## src/rtl/voter_pkg.sv

```systemverilog
// Shared types and helpers for the vote-based trade arbiter.
// Latency: n/a (types, constants and pure functions only).
// Backpressure: n/a.
package voter_pkg;

    typedef enum logic {
        FLAT = 1'b0,
        LONG = 1'b1
    } pos_e;

    // Widest supported voter set; popcount is sized for it.
    localparam int MAX_ALGO = 8;

    // Width of the saturating statistics counters.
    localparam int STAT_W = 16;

    // Bits needed to hold a vote count from 0 to n_algo inclusive.
    function automatic int vote_w(input int n_algo);
        return $clog2(n_algo + 1);
    endfunction

    function automatic logic [3:0] popcount(input logic [MAX_ALGO-1:0] v);
        logic [3:0] cnt;
        cnt = '0;
        for (int i = 0; i < MAX_ALGO; i++) begin
            cnt = cnt + {3'b000, v[i]};
        end
        return cnt;
    endfunction

endpackage

```

## src/rtl/vote_counter.sv

```systemverilog
// Counts buy/sell votes; an algorithm raising both flags abstains.
// Latency: combinational.
// Backpressure: none, pure function of its inputs.
module vote_counter
    import voter_pkg::*;
#(
    parameter int N_ALGO = 3,
    parameter int VOTE_W = vote_w(N_ALGO)
) (
    input  logic [N_ALGO-1:0] algo_buy,
    input  logic [N_ALGO-1:0] algo_sell,
    output logic [VOTE_W-1:0] buy_votes,
    output logic [VOTE_W-1:0] sell_votes
);

    logic [N_ALGO-1:0]   eff_buy;
    logic [N_ALGO-1:0]   eff_sell;
    logic [MAX_ALGO-1:0] buy_ext;
    logic [MAX_ALGO-1:0] sell_ext;
    logic [3:0]          buy_cnt;
    logic [3:0]          sell_cnt;

    // A voter asserting both directions contributes to neither count.
    assign eff_buy  = algo_buy & ~algo_sell;
    assign eff_sell = algo_sell & ~algo_buy;

    assign buy_ext  = MAX_ALGO'(eff_buy);
    assign sell_ext = MAX_ALGO'(eff_sell);

    assign buy_cnt  = popcount(buy_ext);
    assign sell_cnt = popcount(sell_ext);

    assign buy_votes  = VOTE_W'(buy_cnt);
    assign sell_votes = VOTE_W'(sell_cnt);

endmodule

```

## src/rtl/vote_trade_arbiter.sv

```systemverilog
// Per-stock FLAT/LONG arbiter driven by thresholded algorithm votes with sample-based cooldown.
// Latency: 1 cycle from accepted sample to registered out_valid/signals/position.
// Backpressure: none; accepts one sample per cycle, out-of-range stock ids are dropped.
// Optional: define VOTER_STATS_EN for saturating trade_count / suppressed_count outputs.
module vote_trade_arbiter
    import voter_pkg::*;
#(
    parameter int N_ALGO   = 3,
    parameter int N_STOCK  = 4,
    parameter int SID_W    = 2,
    parameter int THRESH   = 2,
    parameter int COOLDOWN = 4,
    parameter int VOTE_W   = vote_w(N_ALGO)
) (
    input  logic               clk,
    input  logic               rst,
    input  logic               in_valid,
    input  logic [SID_W-1:0]   in_stock_id,
    input  logic [N_ALGO-1:0]  algo_buy,
    input  logic [N_ALGO-1:0]  algo_sell,
    output logic               out_valid,
    output logic [SID_W-1:0]   out_stock_id,
    output logic               buy_signal,
    output logic               sell_signal,
    output logic [VOTE_W-1:0]  buy_votes,
    output logic [VOTE_W-1:0]  sell_votes,
    output logic [N_STOCK-1:0] position
`ifdef VOTER_STATS_EN
    ,
    output logic [STAT_W-1:0]  trade_count,
    output logic [STAT_W-1:0]  suppressed_count
`endif
);

    // Cooldown counter needs at least one bit even when cooldown is disabled.
    localparam int CW = (COOLDOWN > 0) ? $clog2(COOLDOWN + 1) : 1;
    localparam logic [CW-1:0] COOL_LOAD = CW'(COOLDOWN);

    // Reject configurations the counters and compares cannot represent.
    if (N_ALGO < 1 || N_ALGO > MAX_ALGO) begin : g_bad_n_algo
        $error("vote_trade_arbiter: N_ALGO must be 1..8");
    end
    if (THRESH < 1 || THRESH > N_ALGO) begin : g_bad_thresh
        $error("vote_trade_arbiter: THRESH must be 1..N_ALGO");
    end
    if (N_STOCK < 1 || SID_W < $clog2(N_STOCK)) begin : g_bad_sid_w
        $error("vote_trade_arbiter: SID_W too narrow for N_STOCK");
    end
    if (COOLDOWN < 0) begin : g_bad_cooldown
        $error("vote_trade_arbiter: COOLDOWN must be >= 0");
    end

    logic [VOTE_W-1:0] buy_cnt;
    logic [VOTE_W-1:0] sell_cnt;

    vote_counter #(
        .N_ALGO (N_ALGO),
        .VOTE_W (VOTE_W)
    ) u_vote_counter (
        .algo_buy   (algo_buy),
        .algo_sell  (algo_sell),
        .buy_votes  (buy_cnt),
        .sell_votes (sell_cnt)
    );

    pos_e          pos_q  [N_STOCK];
    pos_e          pos_d  [N_STOCK];
    logic [CW-1:0] cool_q [N_STOCK];
    logic [CW-1:0] cool_d [N_STOCK];

    logic [N_STOCK-1:0] hit;
    pos_e               cur_pos;
    logic [CW-1:0]      cur_cool;
    logic               accept;
    logic               buy_req;
    logic               sell_req;
    logic               do_buy;
    logic               do_sell;

    // Decode the addressed stock and fetch its current state; no hit for out-of-range ids.
    always_comb begin
        hit      = '0;
        cur_pos  = FLAT;
        cur_cool = '0;
        for (int i = 0; i < N_STOCK; i++) begin
            if (in_valid && (int'(in_stock_id) == i)) begin
                hit[i]   = 1'b1;
                cur_pos  = pos_q[i];
                cur_cool = cool_q[i];
            end
        end
    end

    assign accept   = |hit;
    assign buy_req  = (int'(buy_cnt) >= THRESH) && (buy_cnt > sell_cnt);
    assign sell_req = (int'(sell_cnt) >= THRESH) && (sell_cnt > buy_cnt);
    assign do_buy   = accept && buy_req && (cur_pos == FLAT) && (cur_cool == '0);
    assign do_sell  = accept && sell_req && (cur_pos == LONG) && (cur_cool == '0);

    // Next position/cooldown: a trade reloads cooldown, any other accepted sample counts it down.
    always_comb begin
        for (int i = 0; i < N_STOCK; i++) begin
            pos_d[i]  = pos_q[i];
            cool_d[i] = cool_q[i];
            if (hit[i]) begin
                if (do_buy) begin
                    pos_d[i]  = LONG;
                    cool_d[i] = COOL_LOAD;
                end else if (do_sell) begin
                    pos_d[i]  = FLAT;
                    cool_d[i] = COOL_LOAD;
                end else if (cool_q[i] != '0) begin
                    cool_d[i] = cool_q[i] - CW'(1);
                end
            end
        end
    end

    // Per-stock state register.
    always_ff @(posedge clk or negedge rst) begin
        if (!rst) begin
            for (int i = 0; i < N_STOCK; i++) begin
                pos_q[i]  <= FLAT;
                cool_q[i] <= '0;
            end
        end else begin
            for (int i = 0; i < N_STOCK; i++) begin
                pos_q[i]  <= pos_d[i];
                cool_q[i] <= cool_d[i];
            end
        end
    end

    // Position bitmap comes straight from the state register, so it moves with out_valid.
    always_comb begin
        position = '0;
        for (int i = 0; i < N_STOCK; i++) begin
            position[i] = (pos_q[i] == LONG);
        end
    end

    // Registered decision outputs; vote counts and stock id hold while idle.
    always_ff @(posedge clk or negedge rst) begin
        if (!rst) begin
            out_valid    <= 1'b0;
            out_stock_id <= '0;
            buy_signal   <= 1'b0;
            sell_signal  <= 1'b0;
            buy_votes    <= '0;
            sell_votes   <= '0;
        end else begin
            out_valid   <= accept;
            buy_signal  <= do_buy;
            sell_signal <= do_sell;
            if (accept) begin
                out_stock_id <= in_stock_id;
                buy_votes    <= buy_cnt;
                sell_votes   <= sell_cnt;
            end
        end
    end

`ifdef VOTER_STATS_EN
    logic suppressed;

    // A request that neither trades is blocked by cooldown or by the current position.
    assign suppressed = accept && (buy_req || sell_req) && !(do_buy || do_sell);

    // Saturating event counters.
    always_ff @(posedge clk or negedge rst) begin
        if (!rst) begin
            trade_count      <= '0;
            suppressed_count <= '0;
        end else begin
            if ((do_buy || do_sell) && (trade_count != '1)) begin
                trade_count <= trade_count + STAT_W'(1);
            end
            if (suppressed && (suppressed_count != '1)) begin
                suppressed_count <= suppressed_count + STAT_W'(1);
            end
        end
    end
`endif

endmodule

```

## config.mk

```make
export PLATFORM = sky130hd
export DESIGN_NAME = vote_trade_arbiter
export DESIGN_NICKNAME = d
export VERILOG_FILES = /design/src/rtl/voter_pkg.sv /design/src/rtl/vote_counter.sv /design/src/rtl/vote_trade_arbiter.sv
export SDC_FILE = /design/constraint.sdc
export NUM_CORES = 1
export LEC_CHECK = 0
export BUFFER_PORTS_ARGS = -buffer_cell sky130_fd_sc_hd__buf_2
export CORE_UTILIZATION = 52
export CTS_BUF_LIST = sky130_fd_sc_hd__clkbuf_8 sky130_fd_sc_hd__clkbuf_16
export CTS_CLUSTER_SIZE = 10
export DETAILED_ROUTE_END_ITERATION = 7
export HOLD_SLACK_MARGIN = 0.06
export PLACE_DENSITY = 0.83
export SYNTH_ARGS = -nofsm -noshare
export SYNTH_HDL_FRONTEND = slang
export SYNTH_SLANG_ARGS = --single-unit
```

## constraint.sdc

```tcl
create_clock -name clk -period 5.75 [get_ports clk]
set_input_delay 1.15 -clock clk [delete_from_list [all_inputs] [get_ports clk]]
set_output_delay 1.15 -clock clk [all_outputs]
set_load 0.01 [all_outputs]
```

; Word level (Yosys, flattened, before mapping)
; Cells that the tools add are included.
[totals]
register_bits = 25
input_bits = 11
output_inout_bits = 13
elab_cells = 92
[classes]
addsub = 8
order_cmp = 4
n_eq_ne = 3
n_mux = 26
bitwise = 5
reduce_logical = 32
[op_table]
columns = cell, count
row1 = $mux 3, 16
row2 = $reduce_bool 3->1, 8
row3 = $reduce_and 2->1, 8
row4 = $logic_and 1x1->1, 12
row5 = $sub 3x1->3 const B, 4
row6 = $mux 1, 10
row7 = $and 3x3->3, 2
row8 = $not 3->3, 2
row9 = $add 1x1->2, 2
row10 = $add 2x1->2, 2
row11 = $eq 2x2->1 const B, 2
row12 = $ge 2x2->1 const B, 2
row13 = $gt 2x2->1, 2
row14 = $reduce_or 4->1, 1
row15 = $logic_not 3->1, 1
row16 = $eq 2x1->1 const B, 1
row17 = $logic_not 2->1, 1
row18 = $reduce_bool 2->1, 1
row19 = $not 1->1, 1

; Depth between registers and ports, before layout
; Gate-level depths: netlist of run 1.
[depth]
word_depth = 11
ltp_mapped = 10
ltp_nobuf = 9

; By module
; A second synthesis of run 1 with hierarchy kept.
[unflattened]
hier_cells = 148
area_unflattened_um2 = 1443.9
[modules_own_cells]
columns = module, n_inst, cells_each, area_each_um2, seq_area_each_um2
row1 = vote_trade_arbiter, 1, 140, 1366.3, 625.6
row2 = vote_counter, 1, 8, 77.6, 0.0

; Worst setup path before layout of run 1
; Ideal clock, no wire load.
[synth_timing]
kind = input to register
from = input port algo_buy[0]
to = register cool_q[0] in the netlist's numbering
setup_time_ps = 118
arrival_ps = 3358
required_time_ps = 5632
path_slack_ps = 2273
stages = 10
n_path_buf = 1
cell_sequence = nor2b_1 fa_1 inv_1 ha_1 and2b_2 or4_4 a221oi_2 buf_6 nor3_2 a21o_1
[synth_between]
word_cells_on_any_way = 23
classes_between = add/sub (4) / order compare (4) / mux (2) / bitwise (3) / reduce/logical (10)
[synth_rtl]
columns = element, line
row1 = "start, declared", vote_trade_arbiter.sv:19  ; input logic [N_ALGO-1:0] algo_buy,
row2 = $and 3x3->3 (*), vote_counter.sv:24  ; assign eff_buy = algo_buy & ~algo_sell;
row3 = $add 1x1->2 (*), voter_pkg.sv:26  ; cnt = cnt + {3'b000, v[i]};
row4 = $add 2x1->2 (*), voter_pkg.sv:26
row5 = net buy_cnt[1], vote_trade_arbiter.sv:53  ; logic [VOTE_W-1:0] buy_cnt;
row6 = "$ge 2x2->1, or another cell as far along", vote_trade_arbiter.sv:95  ; assign buy_req = (int'(buy_cnt) >= THRESH) && (buy_cnt > sell_cnt);
row7 = "$logic_and 1x1->1, on equally long branches", "vote_trade_arbiter.sv:95, vote_trade_arbiter.sv:96"
row8 = "$logic_and 1x1->1, on equally long branches (3 in a row)", "vote_trade_arbiter.sv:97, vote_trade_arbiter.sv:98"
row9 = $reduce_bool 3->1 (no line) / $mux 3 (equally long branches), n/a
row10 = $reduce_and 2->1 (no line) / $mux 3 (equally long branches), n/a
row11 = "end signal, assigned by index", vote_trade_arbiter.sv:129  ; cool_q[i] <= cool_d[i];
row12 = "end, declared", vote_trade_arbiter.sv:68  ; logic [CW-1:0] cool_q [N_STOCK];
; Mark *: on every way through the listed nets, which the timed path passes. The rest lies on a longest branch.
; A chain may end at the register's enable or synchronous reset.

; Worst setup path in the final report of run 1
[layout_timing]
from = input port algo_buy[0]
to = register cool_q[11] in the netlist's numbering
; Same word-level chain as after synthesis.

==> metrics, run 1 <==
final setup vio count=0; mean area per synthesized cell=10.2 sq um; global-route wire length before repair=4420 um; share of cells above drive strength 1=23.5%; vias per cell=5.71; ANT cells=0; Boundary Pins=24; PostCTS Resize Cnt=0; sequential-to-total area share from yosys stat=43.1%; Period minus WS final=3.89 ns; post-synthesis cell type count=34; cts hold-fix bufs=0; antenna violations before repair=0; Vias=1119; post-synthesis mux area share=5.43%; main flop type after synthesis=dfrtp_1; hpwl dp=2280 um; FFs w/ async S/R, synth=100%; First-pass DRT Iterations=4; Compound-Gate Fraction of Synth Area=14.2%; Site Rows=18; Slew Viols, Final=0; CTS tree=yes; largest family of logic cells by synthesized area=simple AND/OR/NAND/NOR gates; Adder-Cell Fraction of Synth Area=11.4%; critical path's slowest cell=a221oi_2; Post-Syn Area=1450 sq um; RSZ-0062 raised after global routing=no; post-synthesis cell count=143; Post-synth EDFFs=0; Hold WC Path Type=reg2reg; grt total ovfl=0; number of CTS-inserted buffers=3; Worst slew margin=35.8%; DR iter-0 viols=36; syn_nets=166; Area growth, synth to finish=10.7%; root buf cell=clkbuf_8; Peak VDD IR=0.000257 V; Critical Path AT=4.09 ns; logic gate share of total power=35.7%; P per Cell Area=364 nW/um^2; Die X=54.9 um; Critical Path, Cell by Cell=buf_2 > nor2b_1 > fa_1 > inv_1 > ha_1 > and2b_2 > or4_4 > a221oi_2 > o21ai_0 > nand2_1; DRC viols=0; maximum buffer depth of the clock tree=2; Crit Path Max Fanout=12; Max Cap Violations=0; WS Path Type=in2reg; crit path launch type=input port; H-tree Lvls=1; Routed WL=2900 um; overall power after layout=585 uW; clk sink count=25; vias in the first global route=1020; Critical Path RT=5.96 ns; worst-skew pair later-pin latency=0.27 ns; Avg WL per Cell=14.8 um; #FFs+latches synth=25; largest net degree at the start of global routing=26; final worst path period share=67.6%; endpoint class of the critical path=flop; core area=2570 sq um; chip height=54.9 um; die area=3010 sq um; post-CTS repair timing setup buffer count=0; Synth Area in Simple Gates=18.9%; nets@finish=190; Reg power frac=46.9%; GP Congestion=0.747; Total GRT Usage=20.7%; status=finished clean; Max Clk Rate=0.257 GHz; CP peak stage delay=0.79 ns; Psw=216 uW; ANT nets after route=0; Int Pwr=369 uW; yosys warns=0; clock network fraction of total power=17.4%; post-synthesis xor/xnor area fraction=0%; clock-pin slew on the worst setup and hold paths=0.08 ns; port buffer count=23; switching part of the total=36.9%; initial core utilization=56.6%; Worst Skew=0.00209 ns; Pleak=0.819 nW; Least-Margin Pin Slew=0.963 ns; endpoints failing hold=0; Fin Setup TNS=0 ns
worst paths after layout:
kind	start	slack, ns	endpoint	cells past startpoint
min reg2reg	buy_votes[1]	0.51	buy_votes[1]	1
min in group asynchronous	rst	0.87	cool_q[8]	1
max reg2reg	position[3]	3.04	cool_q[11]	5
max	algo_buy[0]	1.86	cool_q[11]	10
min	buy_votes[1]	0.51	buy_votes[1]	1
max in group asynchronous	rst	4.51	buy_votes[1]	1
critical path, delay by kind of cell:
kind	cells	cell delay [ns]
AO/OA/AOI/OAI	2	1.06
buffers and inverters	2	0.22
adder cells (fa/ha/maj)	2	0.74
AND/OR/NAND/NOR	4	0.92
layer usage:
layer	wire (um)	global-route usage, %
met1	1270	25.8
met4	31	5.98
met5	0	0
met3	80	1.67
met2	1510	37.3
kinds of logic (layout without fill, tap and decap cells):
kind of cell | count (synthesis) | count (layout)
AOI/OAI and AO/OA | 29 | 29
adders and majority gates | 12 | 12
buffers and inverters | 20 | 43
DFF | 25 | 25
muxes | 6 | 6
and+or+nand+nor | 51 | 51
cells in the mapped netlist, drive strengths merged, types with 2 or more instances:
master / number / area [sq um]
dfrtp: 25 / 626
nand2: 19 / 71.3
inv: 16 / 60.1
ha: 10 / 125
o21ai: 9 / 45.0
nor2: 6 / 22.5
nor2b: 6 / 37.5
nor3: 6 / 40.0
mux2: 5 / 56.3
a21o: 4 / 30.0
nand3: 4 / 20.0
nor3b: 4 / 30.0
o31ai: 4 / 30.0
a22o: 3 / 26.3
clkbuf: 3 / 31.3
a21oi: 2 / 10.0
fa: 2 / 40.0
area by class of cell:
| cell class | instances | area (sq um) |
|---|---|---|
| Tap cell | 30 | 37.5 |
| Inverter | 16 | 60.1 |
| Sequential cell | 25 | 626 |
| Multi-Input combinational cell | 98 | 724 |
| Clock inverter | 1 | 3.75 |
| Timing Repair Buffer | 23 | 115 |
| Fill cell | 209 | 960 |
| Clock buffer | 3 | 41.3 |
state kept, by name (all words and copies together) (netlist names):
signal	flops
sell_signal	1
buy_votes	2
buy_signal	1
position	4
cool_q	12
out_stock_id	2
sell_votes	2
out_valid	1
power groups by stage:
stage               Combinational, mW  Clock (mW)  Sequential, mW
floorplan                       0.149           0           0.271
global placement                0.189           0           0.273
detailed placement              0.210           0           0.277
CTS                             0.211       0.105           0.274
global route                    0.240       0.110           0.280
finish                          0.209       0.102           0.274
through the flow:
step                      std cells  util [%]  hold slack [ns]  worst slack, ns  cell area (sq um)
after floorplan                 143         -            0.466             2.27               1450
after detailed placement        192      60.9            0.492             1.62               1560
after global placement          192      60.9            0.487             1.80               1560
after global routing            196      62.6            0.528             1.77               1610
after CTS                       196      62.6            0.512             1.90               1610
final                           196      62.6            0.506             1.86               1610
cell usage in the layout (no fill, tap or decap), types with 2 or more instances in the layout:
cell / Yosys / routed
mux2_2: 5 / 5
o31ai_1: 4 / 4
a21o_1: 4 / 4
nor2_1: 6 / 6
dfrtp_1: 25 / 25
inv_1: 16 / 17
buf_2: 0 / 23
nand2_1: 19 / 19
nand3_1: 4 / 4
nor3_1: 4 / 4
a21oi_1: 2 / 2
a22o_1: 3 / 3
nor2b_1: 6 / 6
nor3_2: 2 / 2
nor3b_1: 4 / 4
clkbuf_8: 2 / 3
ha_1: 10 / 10
fa_1: 2 / 2
o21ai_0: 9 / 9
Power figures use the tool's default switching activity.
==> run 2, diff against run 1 <==
--- a/config.mk
+++ b/config.mk
@@ -5,13 +5,14 @@
 export SDC_FILE = /design/constraint.sdc
 export NUM_CORES = 1
 export LEC_CHECK = 0
+export ABC_AREA = 1
 export BUFFER_PORTS_ARGS = -buffer_cell sky130_fd_sc_hd__buf_2
-export CORE_UTILIZATION = 52
+export CORE_UTILIZATION = 51
 export CTS_BUF_LIST = sky130_fd_sc_hd__clkbuf_8 sky130_fd_sc_hd__clkbuf_16
 export CTS_CLUSTER_SIZE = 10
 export DETAILED_ROUTE_END_ITERATION = 7
 export HOLD_SLACK_MARGIN = 0.06
-export PLACE_DENSITY = 0.83
+export PLACE_DENSITY = 0.84
 export SYNTH_ARGS = -nofsm -noshare
 export SYNTH_HDL_FRONTEND = slang
 export SYNTH_SLANG_ARGS = --single-unit
==> constraint.sdc (replaced) <==
create_clock -name clk -period 3.2 [get_ports clk]
set_input_delay 0.64 -clock clk [delete_from_list [all_inputs] [get_ports clk]]
set_output_delay 0.64 -clock clk [all_outputs]
set_load 0.01 [all_outputs]
==> run 2 against run 1 <==
Sequential cell count did not move; register-to-register slack got worse by 1.6 ns; final area rose by 13%; non-clock buffer count did not move; global-route usage fell by 2.0 points; routed wire length rose by 3.0%; synthesized area rose by 12%; worst setup slack got worse by 1.2 ns.
==> metrics, run 2 <==
Routed WL=2980 um (+3.0%); #FFs+latches synth=25 (unchanged); CP peak stage delay=0.45 ns (-0.34 ns); PostCTS Resize Cnt=0 (unchanged); share of cells above drive strength 1=19.2% (-4.3 points); Vias=1327 (+19%); P per Cell Area=654 nW/um^2 (+80%); Worst Skew=0.00393 ns (+0.00184 ns); main flop type after synthesis=dfrtp_1; final worst setup slack=0.668 ns (-1.20 ns); clock network fraction of total power=15.6% (-1.8 points); Synth area leaders=dfrtp_1 38%, nand2_1 13%, inv_1 8.7%, ha_1 7.7%, nand3_1 4.3%; Period minus WS final=2.53 ns; dpl ws=0.405 ns (-1.22 ns); flip-flop count of the largest register after layout=12 (unchanged); Int Pwr=716 uW (+94%); commonest non-fill, non-tap cell in the layout=nand2_1; GP Congestion=0.758 (+1.5%); post-CTS repair timing setup buffer count=0 (unchanged); status=finished clean; ANT nets after route=0 (unchanged); Hold WC Path Type=in2async; DRC viols=0 (unchanged); antenna violations before repair=0 (unchanged); post-synthesis xor/xnor area fraction=2.14% (+2.1 points); maximum buffer depth of the clock tree=2 (unchanged); Avg WL per Cell=10.9 um (-26%); Max Clk Rate=0.395 GHz; die area=3430 sq um (+14%); Area growth, synth to finish=11.1%; Peak VDD IR=0.000281 V (+9.5%); logic gate share of total power=45.4% (+9.7 points); final instance area=1820 sq um (+13%); Post-Place Cell Area=1770 sq um (+13%); nets@finish=253 (+33%); post-synthesis cell count=206 (+44%); critical path's slowest cell=fa_1; most used cell, CP=nand2_1; Crit. path cell count=14 (+4); Synth top area share=38.3% (-4.8 points); chip height=58.6 um (+6.8%); mean area per synthesized cell=7.93 sq um (-22%); worst-skew pair later-pin latency=0.27 ns (about the same); DR iter-0 viols=71 (+97%); crit path launch type=input port; global-route wire length before repair=4910 um (+11%); grt total ovfl=0 (unchanged); Site Rows=20 (+2); CP Buf/Inv Count=3 (+1); Fin Setup TNS=0 ns (unchanged); worst flop-to-flop path endpoint=cool_q[5]; Psw=471 uW (+120%); H-tree Lvls=1 (unchanged); hold_ws=0.351 ns (-0.155 ns); Adder-Cell Fraction of Synth Area=10.1% (-1.3 points); core area=3050 sq um (+19%); Max Cap Violations=0 (unchanged); post-synthesis mux area share=0% (-5.4 points); Critical Path AT=2.70 ns (-1.39 ns); Pleak=1.03 nW (+25%); Die X=58.6 um (+6.8%); CTS tree=yes; syn_nets=229 (+38%); Total GRT Usage=18.6% (-2.0 points); largest reg by FF count=cool_q; Post-synth top cells=55 x nand2_1, 38 x inv_1, 25 x dfrtp_1; Compound-Gate Fraction of Synth Area=4.44% (-9.8 points); Fill cells=287 (+37%); vias in the first global route=1175 (+15%); R2R Path Start=cool_q[6]; top-count cell post-synth=nand2_1; vias per cell=4.86 (-15%); clk sink count=25 (unchanged); most frequent cells in the layout=55 x nand2_1, 39 x inv_1, 25 x dfrtp_1, 23 x buf_2; reg2reg setup slack=1.49 ns (-1.55 ns); final worst path period share=79.1%; Boundary Pins=24 (unchanged); initial core utilization=53.5% (-3.1 points); cell accounting for the most synthesized area=dfrtp_1; largest net degree at the start of global routing=26 (unchanged); FF-to-FF path depth=10 (+5); final setup vio count=0 (unchanged); Largest delay share family, worst path=simple AND/OR/NAND/NOR gates; switching part of the total=39.7% (+2.8 points); Crit Path Max Fanout=11 (-1); crit path from=algo_sell[0]; cts hold-fix bufs=0 (unchanged); Critical Path, Cell by Cell=buf_2 > inv_1 > nor2_1 > fa_1 > ha_1 > inv_1 > o21bai_1 > nand3_1 > nor2_1 > nand2_2 > nand3_1 > nand2_1 > nand2_1 > nand2_1; Critical Path RT=3.37 ns (-2.59 ns); crit path to=cool_q[5]; endpoints failing hold=0 (unchanged); Post-synth EDFFs=0 (unchanged); ANT cells=0 (unchanged); RSZ-0062 raised after global routing=no; root buf cell=clkbuf_8; Slew Viols, Final=0 (unchanged); post-synthesis cell type count=28 (-18%); number of CTS-inserted buffers=3 (unchanged); largest family of logic cells by synthesized area=simple AND/OR/NAND/NOR gates; Reg power frac=39.0% (-7.9 points); yosys warns=0 (unchanged); FFs w/ async S/R, synth=100% (unchanged); Worst slew margin=62.5% (+27 points); hpwl dp=2290 um (+0.81%); clock-pin slew on the worst setup and hold paths=0.09 ns (about the same); First-pass DRT Iterations=4 (unchanged); Synth Area in Simple Gates=33.7% (+15 points); WS Path Type=in2reg; overall power after layout=1.19 mW (+100%); Post-Syn Area=1630 sq um (+12%); sequential-to-total area share from yosys stat=38.3% (-4.8 points); Least-Margin Pin Slew=0.562 ns (-0.400 ns); endpoint class of the critical path=flop; port buffer count=23 (unchanged)
[run 2: cell count changes after synthesis, moves of 4 or more]
cell	delta
nand2_1	+36
inv_1	+22
nand3_1	+10
nand4_1	+8
nor2_1	+8
nand2_2	+7
nor2b_1	-6
mux2_2	-5
a21o_1	-4
nor3_1	-4
o31ai_1	-4
xnor2_1	+4
[run 2: logic make-up after synthesis]
family	Yosys count
adder cells (fa/ha/maj)	12
AO/OA/AOI/OAI	12
buffers and inverters	44
XOR/XNOR	4
AND/OR/NAND/NOR	109
flip-flops	25
[run 2: through the flow]
stage / utilization, % / cells
floorplan: - / 206
global placement: 58.0 / 269
detailed placement: 58.0 / 269
CTS: 59.5 / 273
global route: 59.5 / 273
finish: 59.5 / 273
[run 2: routing by layer]
layer,up-vias,GRT usage (%),wire [um],share of wire (%)
li1,683,-,-,-
met1,613,25.0,1450,49
met3,5,1.98,74,2.5
met5,-,0,0,0
met2,26,31.5,1410,47
met4,0,6.12,44,1.5
[run 2: final cells by class]
type	instances	area, sq um	share of cell area, %
Multi-Input combinational cell	137	823	45.3
Sequential cell	25	626	34.5
Inverter	40	151	8.34
Timing Repair Buffer	23	115	6.34
Tap cell	44	55.1	3.03
Clock buffer	3	41.3	2.27
Clock inverter	1	3.75	0.207
[run 2: how the worst min path moves through the flow]
stage,startpoint,end,cells past startpoint
final,rst,cool_q[6],1
after global routing,rst,out_stock_id[1],1
after CTS,rst,cool_q[6],1
after detailed placement,sell_votes[1],sell_votes[1],2
after global placement,buy_votes[0],buy_votes[0],2
after floorplan,rst,buy_signal,0
[run 2: worst reg2reg max path, delay by kind of cell (launching register included)]
family,cells,cell delay [ns]
buf+inv,1,0.13
flops,1,0.39
compound gates,1,0.19
simple gates,8,0.90
[run 2: power by group through the flow]
stage / clock network [mW] / registers [mW] / logic (mW)
detailed placement: 0 / 0.467 / 0.539
global placement: 0 / 0.465 / 0.516
CTS: 0.187 / 0.463 / 0.540
global route: 0.197 / 0.478 / 0.617
floorplan: 0 / 0.464 / 0.428
finish: 0.185 / 0.464 / 0.539
